==> src/rtl/div_if.sv <==
// Request/response bundle between the execute stage and the divide unit.
interface div_if;
    logic        start_i;
    logic [2:0]  op_i;
    logic [31:0] dividend_i;
    logic [31:0] divisor_i;
    logic [4:0]  reg_waddr_i;
    logic [31:0] result_o;
    logic        ready_o;
    logic        busy_o;
    logic [4:0]  reg_waddr_o;

    modport master (
        output start_i, op_i, dividend_i, divisor_i, reg_waddr_i,
        input  result_o, ready_o, busy_o, reg_waddr_o
    );

    modport slave (
        input  start_i, op_i, dividend_i, divisor_i, reg_waddr_i,
        output result_o, ready_o, busy_o, reg_waddr_o
    );
endinterface

==> src/rtl/div.sv <==
// RV32M DIV/DIVU/REM/REMU unit: restoring division, one quotient bit per cycle.
//  state  | meaning
//  S_IDLE | waiting for a request with op_i[2]=1
//  S_CALC | 32 restoring steps on operand magnitudes
//  S_END  | one-cycle ready_o pulse with result and write-back address
module div (
    input  logic clk,
    input  logic rst,
    div_if.slave bus
);
    typedef enum logic [1:0] {S_IDLE, S_CALC, S_END} state_t;

    state_t      state, state_nxt;
    logic [4:0]  count;
    logic [32:0] rem;
    logic [31:0] dvd, dvs, quo;
    logic [31:0] result_q;
    logic [4:0]  waddr_q;
    logic        is_rem, neg_q, neg_r;

    logic        accept, div_zero, is_signed, sign_a, sign_b;
    logic [31:0] mag_a, mag_b;
    logic [32:0] rem_sh, rem_nxt;
    logic        q_bit;
    logic [31:0] q_fin, r_fin, res_fin;

    assign accept    = (state == S_IDLE) && bus.start_i && bus.op_i[2];
    assign div_zero  = (bus.divisor_i == 32'd0);
    assign is_signed = ~bus.op_i[0];
    assign sign_a    = is_signed & bus.dividend_i[31];
    assign sign_b    = is_signed & bus.divisor_i[31];
    assign mag_a     = sign_a ? (~bus.dividend_i + 32'd1) : bus.dividend_i;
    assign mag_b     = sign_b ? (~bus.divisor_i + 32'd1) : bus.divisor_i;

    assign rem_sh  = {rem[31:0], dvd[31]};
    assign q_bit   = (rem_sh >= {1'b0, dvs});
    assign rem_nxt = q_bit ? (rem_sh - {1'b0, dvs}) : rem_sh;
    assign q_fin   = {quo[30:0], q_bit};
    assign r_fin   = rem_nxt[31:0];
    // Most-negative / -1 lands on 0x80000000 naturally: no negation, magnitude fits.
    assign res_fin = is_rem ? (neg_r ? (~r_fin + 32'd1) : r_fin)
                            : (neg_q ? (~q_fin + 32'd1) : q_fin);

    always_ff @(posedge clk or negedge rst) begin
        if (!rst) state <= S_IDLE;
        else      state <= state_nxt;
    end

    always_comb begin
        state_nxt = state;
        case (state)
            S_IDLE: if (accept) state_nxt = div_zero ? S_END : S_CALC;
            S_CALC: if (count == 5'd31) state_nxt = S_END;
            S_END:  state_nxt = S_IDLE;
            default: state_nxt = S_IDLE;
        endcase
    end

    always_comb begin
        bus.busy_o      = (state != S_IDLE);
        bus.ready_o     = (state == S_END);
        bus.result_o    = result_q;
        bus.reg_waddr_o = waddr_q;
    end

    always_ff @(posedge clk or negedge rst) begin
        if (!rst) begin
            count    <= '0;
            rem      <= '0;
            dvd      <= '0;
            dvs      <= '0;
            quo      <= '0;
            result_q <= '0;
            waddr_q  <= '0;
            is_rem   <= 1'b0;
            neg_q    <= 1'b0;
            neg_r    <= 1'b0;
        end else if (accept) begin
            waddr_q <= bus.reg_waddr_i;
            is_rem  <= bus.op_i[1];
            neg_q   <= sign_a ^ sign_b;
            neg_r   <= sign_a;
            count   <= '0;
            rem     <= '0;
            quo     <= '0;
            dvd     <= mag_a;
            dvs     <= mag_b;
            // Divide by zero skips CALC; remainder ops return the raw dividend.
            if (div_zero)
                result_q <= bus.op_i[1] ? bus.dividend_i : 32'hFFFF_FFFF;
        end else if (state == S_CALC) begin
            rem   <= rem_nxt;
            dvd   <= {dvd[30:0], 1'b0};
            quo   <= q_fin;
            count <= count + 5'd1;
            if (count == 5'd31)
                result_q <= res_fin;
        end
    end
endmodule

==> src/flat_wrapper.sv <==
// flat-port wrapper written by rule: the top's interface ports become plain ports
module div_flat 
  (clk, rst, bus_start_i, bus_op_i, bus_dividend_i, bus_divisor_i, bus_reg_waddr_i, bus_result_o, bus_ready_o, bus_busy_o, bus_reg_waddr_o);
  div_if bus_i ();
  input  logic clk;
  input  logic rst;
  input wire logic [$bits(bus_i.start_i)-1:0] bus_start_i;
  input wire logic [$bits(bus_i.op_i)-1:0] bus_op_i;
  input wire logic [$bits(bus_i.dividend_i)-1:0] bus_dividend_i;
  input wire logic [$bits(bus_i.divisor_i)-1:0] bus_divisor_i;
  input wire logic [$bits(bus_i.reg_waddr_i)-1:0] bus_reg_waddr_i;
  output wire logic [$bits(bus_i.result_o)-1:0] bus_result_o;
  output wire logic [$bits(bus_i.ready_o)-1:0] bus_ready_o;
  output wire logic [$bits(bus_i.busy_o)-1:0] bus_busy_o;
  output wire logic [$bits(bus_i.reg_waddr_o)-1:0] bus_reg_waddr_o;
  assign bus_i.start_i = bus_start_i;
  assign bus_i.op_i = bus_op_i;
  assign bus_i.dividend_i = bus_dividend_i;
  assign bus_i.divisor_i = bus_divisor_i;
  assign bus_i.reg_waddr_i = bus_reg_waddr_i;
  assign bus_result_o = bus_i.result_o;
  assign bus_ready_o = bus_i.ready_o;
  assign bus_busy_o = bus_i.busy_o;
  assign bus_reg_waddr_o = bus_i.reg_waddr_o;
  div u_core (.clk(clk), .rst(rst), .bus(bus_i));
endmodule
==> config.mk <==
export PLATFORM = sky130hd
export DESIGN_NAME = div_flat
export DESIGN_NICKNAME = d
export VERILOG_FILES = /design/src/rtl/div_if.sv /design/src/rtl/div.sv /design/src/flat_wrapper.sv
export SDC_FILE = /design/constraint.sdc
export NUM_CORES = 1
export LEC_CHECK = 0
export ABC_AREA = 1
export BUFFER_PORTS_ARGS = -buffer_cell sky130_fd_sc_hd__buf_2
export CAP_MARGIN = 20
export CORE_MARGIN = 2
export CORE_UTILIZATION = 25
export CTS_CLUSTER_DIAMETER = 200
export DETAILED_ROUTE_END_ITERATION = 12
export GPL_TIMING_DRIVEN = 0
export SLEW_MARGIN = 20
export SYNTH_ARGS = -nofsm -noshare
export SYNTH_HDL_FRONTEND = slang
export SYNTH_SLANG_ARGS = --single-unit
==> constraint.sdc <==
create_clock -name clk -period 5.9 [get_ports clk]
set_input_delay 0.885 -clock clk [delete_from_list [all_inputs] [get_ports clk]]
set_output_delay 0.885 -clock clk [all_outputs]
set_load 0.05 [all_outputs]
Yosys cells after proc, flatten, opt, wreduce, memory -nomap -nowiden --
Cells that the tools add are included.
Word-level totals: register bits after elaboration 174, logic and storage cells 64
Operators by class: add/sub/neg operators 6, magnitude comparators 1, eq/ne operators 6, multiplexer cells 23, bitwise operators 8, reduce and logical (&&, ||, !) cells 9
Operators with widths (count):
- 2-to-1 mux 32 bit | 15
- adder 32 x 1 -> 32 bit (second input constant) | 4
- NOT 32 bit | 4
- 2-to-1 mux 31 bit | 2
- greater-or-equal comparator 33 x 32 -> 1 bit | 1
- zero test 32 bit | 1
- subtractor 32 bit | 1
- 2-to-1 mux 5 bit | 2
- 2-to-1 mux 2 bit | 3
- nonzero test 2 bit | 3
- adder 5 x 1 -> 5 bit (second input constant) | 1
- equality test 5 bit (second input constant) | 1
- != test 2 x 1 -> 1 bit (second input constant) | 2
- one-hot mux 2 bit (2 select lines) | 1
- AND reduction 3 bit | 1
- bitwise AND 1 bit | 2
- equality test 2 x 1 -> 1 bit (second input constant) | 1
- equality test 2 bit (second input constant) | 1
- logical AND 1 bit | 2
- zero test 2 bit | 1
- != test 2 bit (second input constant) | 1
- AND reduction 2 bit | 1
- NOT 1 bit | 1
- XOR 1 bit | 1

Logic depth before layout (Yosys ltp) --
word-level depth 9, mapped depth 29, depth with buffers taken out 28

Least setup slack after synthesis --
No wires, ideal clock.
path kind reg-to-reg, start point reg u_core.rem[19], end point reg u_core.result_q[30], in the netlist u_core.bus.result_o[30], arrival time 3.615 ns, data required time 5.782 ns, path slack 2.168 ns, cell stages (with the launch flop) 27, path buffers 1, cells stage by stage dfrtp_1 -> ha_1 -> a21oi_1 -> nand2_1 -> nand2_1 -> nand2_1 -> nand2_1 -> nand3_2 -> nor2_8 -> nand2_8 -> inv_1 -> buf_2 -> ha_1 -> nand4_1 -> nor3_1 -> nand3_1 -> nor3_1 -> nand3_1 -> nand2_1 -> o21ai_0 -> nor2_1 -> o21ai_0 -> xor2_1 -> o21ai_0 -> nand2_1 -> nand2_1 -> nand2_1
Between the ends: cells in the longest elaborated chain, start to end 9, elaborated cells between the ends (all ways) 13, those cells by class add/sub (3); order compare (1); mux (7); bitwise (2)
Ends and longest elaborated chain:
- from (decl) | line div.sv:15 | logic [32:0] rem;
- from (signal assigned) | line div.sv:92 | rem <= rem_nxt;
- subtractor 32 bit / greater-or-equal comparator 33 x 32 -> 1 bit (equally long branches) | line div.sv:37, div.sv:36
- 2-to-1 mux 32 bit | line div.sv:37 | assign rem_nxt = q_bit ? (rem_sh - {1'b0, dvs}) : rem_sh;
- NOT 32 bit | line div.sv:41 | assign res_fin = is_rem ? (neg_r ? (~r_fin + 32'd1) : r_fin)
- adder 32 x 1 -> 32 bit | line div.sv:41
- 2-to-1 mux 32 bit | line div.sv:41
- 2-to-1 mux 32 bit * | line div.sv:41
- 2-to-1 mux 32 bit * | line div.sv:96 | if (count == 5'd31)
- 2-to-1 mux 32 bit * | line div.sv:91 | end else if (state == S_CALC) begin
- 2-to-1 mux 32 bit * | line div.sv:78 | end else if (accept) begin
- to (signal assigned) | line div.sv:90 | result_q <= bus.op_i[1] ? bus.dividend_i : 32'hFFFF_FFFF;
- to (signal assigned) | line div.sv:97 | result_q <= res_fin;
- to (decl) | line div.sv:17 | logic [31:0] result_q;
Mark *: on every way between the ends. The rest lies on a longest branch, timed or not. The select of a mux whose other input is x is not followed. A chain may end at the register's enable or synchronous reset.

Worst setup path after layout --
start point reg u_core.dvs[29], end point reg u_core.result_q[30], in the netlist u_core.bus.result_o[30]
Between the ends: cells in the longest elaborated chain, start to end 9, elaborated cells between the ends (all ways) 13, those cells by class add/sub (3); order compare (1); mux (7); bitwise (2)
Ends and longest elaborated chain:
- from (decl) | line div.sv:16 | logic [31:0] dvd, dvs, quo;
- from (signal assigned) | line div.sv:87 | dvs <= mag_b;
- subtractor 32 bit / greater-or-equal comparator 33 x 32 -> 1 bit (equally long branches) | line div.sv:37, div.sv:36
- 2-to-1 mux 32 bit | line div.sv:37
- NOT 32 bit | line div.sv:41
- adder 32 x 1 -> 32 bit | line div.sv:41
- 2-to-1 mux 32 bit | line div.sv:41
- 2-to-1 mux 32 bit * | line div.sv:41
- 2-to-1 mux 32 bit * | line div.sv:96
- 2-to-1 mux 32 bit * | line div.sv:91
- 2-to-1 mux 32 bit * | line div.sv:78
Marked as above.

==> run metrics <==
Pins Over Slew Limit=0; synth cell count leaders=591 x nand2_1, 276 x inv_1, 179 x nor2_1; Synth area leader=dfrtp_1; CP startpoint kind=flip-flop; Worst R2R Path Depth=27; Crit Path Category=reg -> reg; Die ar.=0.0551 mm^2; Final Skew=0.0153 ns; DR vias=13,900; # port buffers=113; post-detail-place hpwl=40,000 um; Iter 0 DRT Violations=1,249; Most used DFF post-synth=dfrtp_1; Final Cycle Share=82.6%; first-pass GRT wire length=76,200 um; post-synthesis sequential area ratio=32.7%; most frequent cell after synthesis=nand2_1; reg2reg setup slack=1.03 ns; wire length per cell=17.4 um; CP max stage cell=ha_1; Least-Margin Pin Slew=0.949 ns; Clk pin slew, worst setup/hold paths=0.08 ns; Hold Path Class=in -> async; total grt overflow=0; RSZ-0062 raised after global routing=false; post_cts resized=0; NumNets Final=2,263; most crowded layer after global routing=met2; WP data required=6.26 ns; final wirelength=49,500 um; CTS tree=yes; grt met1 use=23.7%; # setup viols final=0; Max-slew headroom=36.8%; Final Hold Fails=0; clock buffer count from CTS=17; Yosys top cell area share=32.7%; CTS Hold Bufs=0; crit path time final=4.87 ns; CP endpoint kind=flip-flop; most used cell, CP=nand2_1; Yosys reg bits=174; Synth area leaders=dfrtp_1 33%, nand2_1 17%, inv_1 7.8%, o21ai_0 5.8%, nor2_1 5.1%; Synth cell types=52; r2r startpoint=u_core.dvs[29]; Worst EP arrival=5.23 ns; Worst-Skew Late Latency=0.48 ns; CTS H-tree depth=4; GP Congestion=0.972; drt drc=0; Mean Syn Cell Area=6.60 um^2; Cell Rows=84; clock sinks=174; instance count of the mapped netlist=2,015; GRT Overall Usage=17.9%; FMAX=205 MHz; layout cells sized above 1=9.62%; vias in the first global route=13,300; Vias/cell=4.87; Fin Setup TNS=0 ns; met3 Use GR=2.44%; postcts setup bufs=0; synthesized netlist net count=2,129; async set-or-reset flop fraction in the synthesized netlist=100%; Area Growth Syn to Fin=15.9%; number of flops mapped to enable cells by yosys=0; GR met2 Demand/Resource=29.8%; pin count of the biggest net entering global routing=81; Buf/Inv on CP=3; die height=235 um; Antenna Cells=0; final antenna-violating net count=0; IO Count=114; DRT Pass-1 Iters=6; clk buf depth=2; initial core utilization=25.3%; antenna violations before repair=0; Worst path max stage delay=0.37 ns; Ys Warns=0; Root Buffer Master=clkbuf_16; Die W=235 um; core area=0.0526 mm^2; filler cell count=5,927; outcome=completed; Synth Cell Area=0.0133 mm^2; Crit Path Max Fanout=10; max_cap viols=0; Worst path top cell family by delay=simple AND/OR/NAND/NOR gates; reg-to-reg endpoint=u_core.bus.result_o[30]
kinds of logic (layout without fill, tap and decap cells):
group | Yosys count | in the layout | share of synthesized area (%)
and+or+nand+nor | 995 | 995 | 31.7
DFF | 174 | 174 | 32.7
buffers and inverters | 352 | 499 | 10.3
AOI/OAI and AO/OA | 374 | 374 | 16.2
adders and majority gates | 39 | 39 | 3.73
xor gates and xnor gates | 81 | 81 | 5.33
sequential cells by signal (all words and copies together) (netlist names):
register	cells
u_core.bus.result_o	32
u_core.dvd	32
u_core.dvs	32
u_core.rem	32
u_core.quo	31
u_core.bus.reg_waddr_o	5
u_core.count	5
u_core.state	2
u_core.is_rem	1
u_core.neg_q	1
u_core.neg_r	1
metal layers:
layer,vias up,wire length [um]
met5,-,0
met3,67,2980
met2,459,23000
met4,0,1350
li1,6811,-
met1,6533,22200
cells in the final DEF, fill, tap and decap left out, types with 3 or more instances in the layout:
cell type,count
dfrtp_1,174
o211ai_1,13
o31ai_1,5
nand3b_1,3
o22ai_1,52
o21ai_1,11
a22o_1,6
buf_1,7
o21ai_2,4
clkinv_4,4
nand4_1,28
o21bai_1,5
nand3_1,113
nor2_1,179
xnor2_1,14
nor2_2,12
nor4_1,10
clkbuf_1,56
clkbuf_16,17
inv_2,3
o221ai_1,15
buf_6,3
xor2_1,67
nand3_2,3
a21oi_1,91
nand2_2,14
ha_1,38
inv_1,276
a31oi_1,9
nand2_1,591
or2_2,3
inv_8,4
buf_2,115
nand2_4,4
o21ai_0,153
nor3_1,25
worst max-delay path by stage:
stage,from,end,cells past startpoint
3_5_place_dp,u_core.rem[23],u_core.bus.result_o[30],26
2_1_floorplan,u_core.rem[19],u_core.bus.result_o[30],26
6_report,u_core.dvs[29],u_core.bus.result_o[30],27
4_1_cts,u_core.rem[23],u_core.bus.result_o[30],26
5_1_grt,u_core.rem[19],u_core.bus.result_o[30],26
3_3_place_gp,rst,u_core.dvs[25],1
layout make-up:
type                       instances  area, um^2  share of cell area (%)
sequential                       174        4350                    28.3
buffer                            71         317                    2.05
multi-input combinational       1489        7570                    49.2
timing repair buffer             115         631                    4.09
tap                              688         861                    5.59
inverter                         281        1050                    6.85
clock buffer                      19         443                    2.87
clock inverter                    13         174                    1.13
per-stage QoR:
stage                     util, %  std cells  hold WS [ns]  cell area, um^2  setup WS, ns
after floorplan                 -       2015         0.434            13300          2.17
after global routing         29.3       2850         0.262            15400         0.591
after detailed placement     28.1       2818         0.460            14800          1.11
after global placement       28.0       2816         0.457            14700         0.903
final                        29.3       2850         0.256            15400          1.03
after CTS                    29.3       2850         0.245            15400          1.07
Power is not shown: default switching activity piles up to over one toggle a cycle in this logic, so the estimate is an artifact.
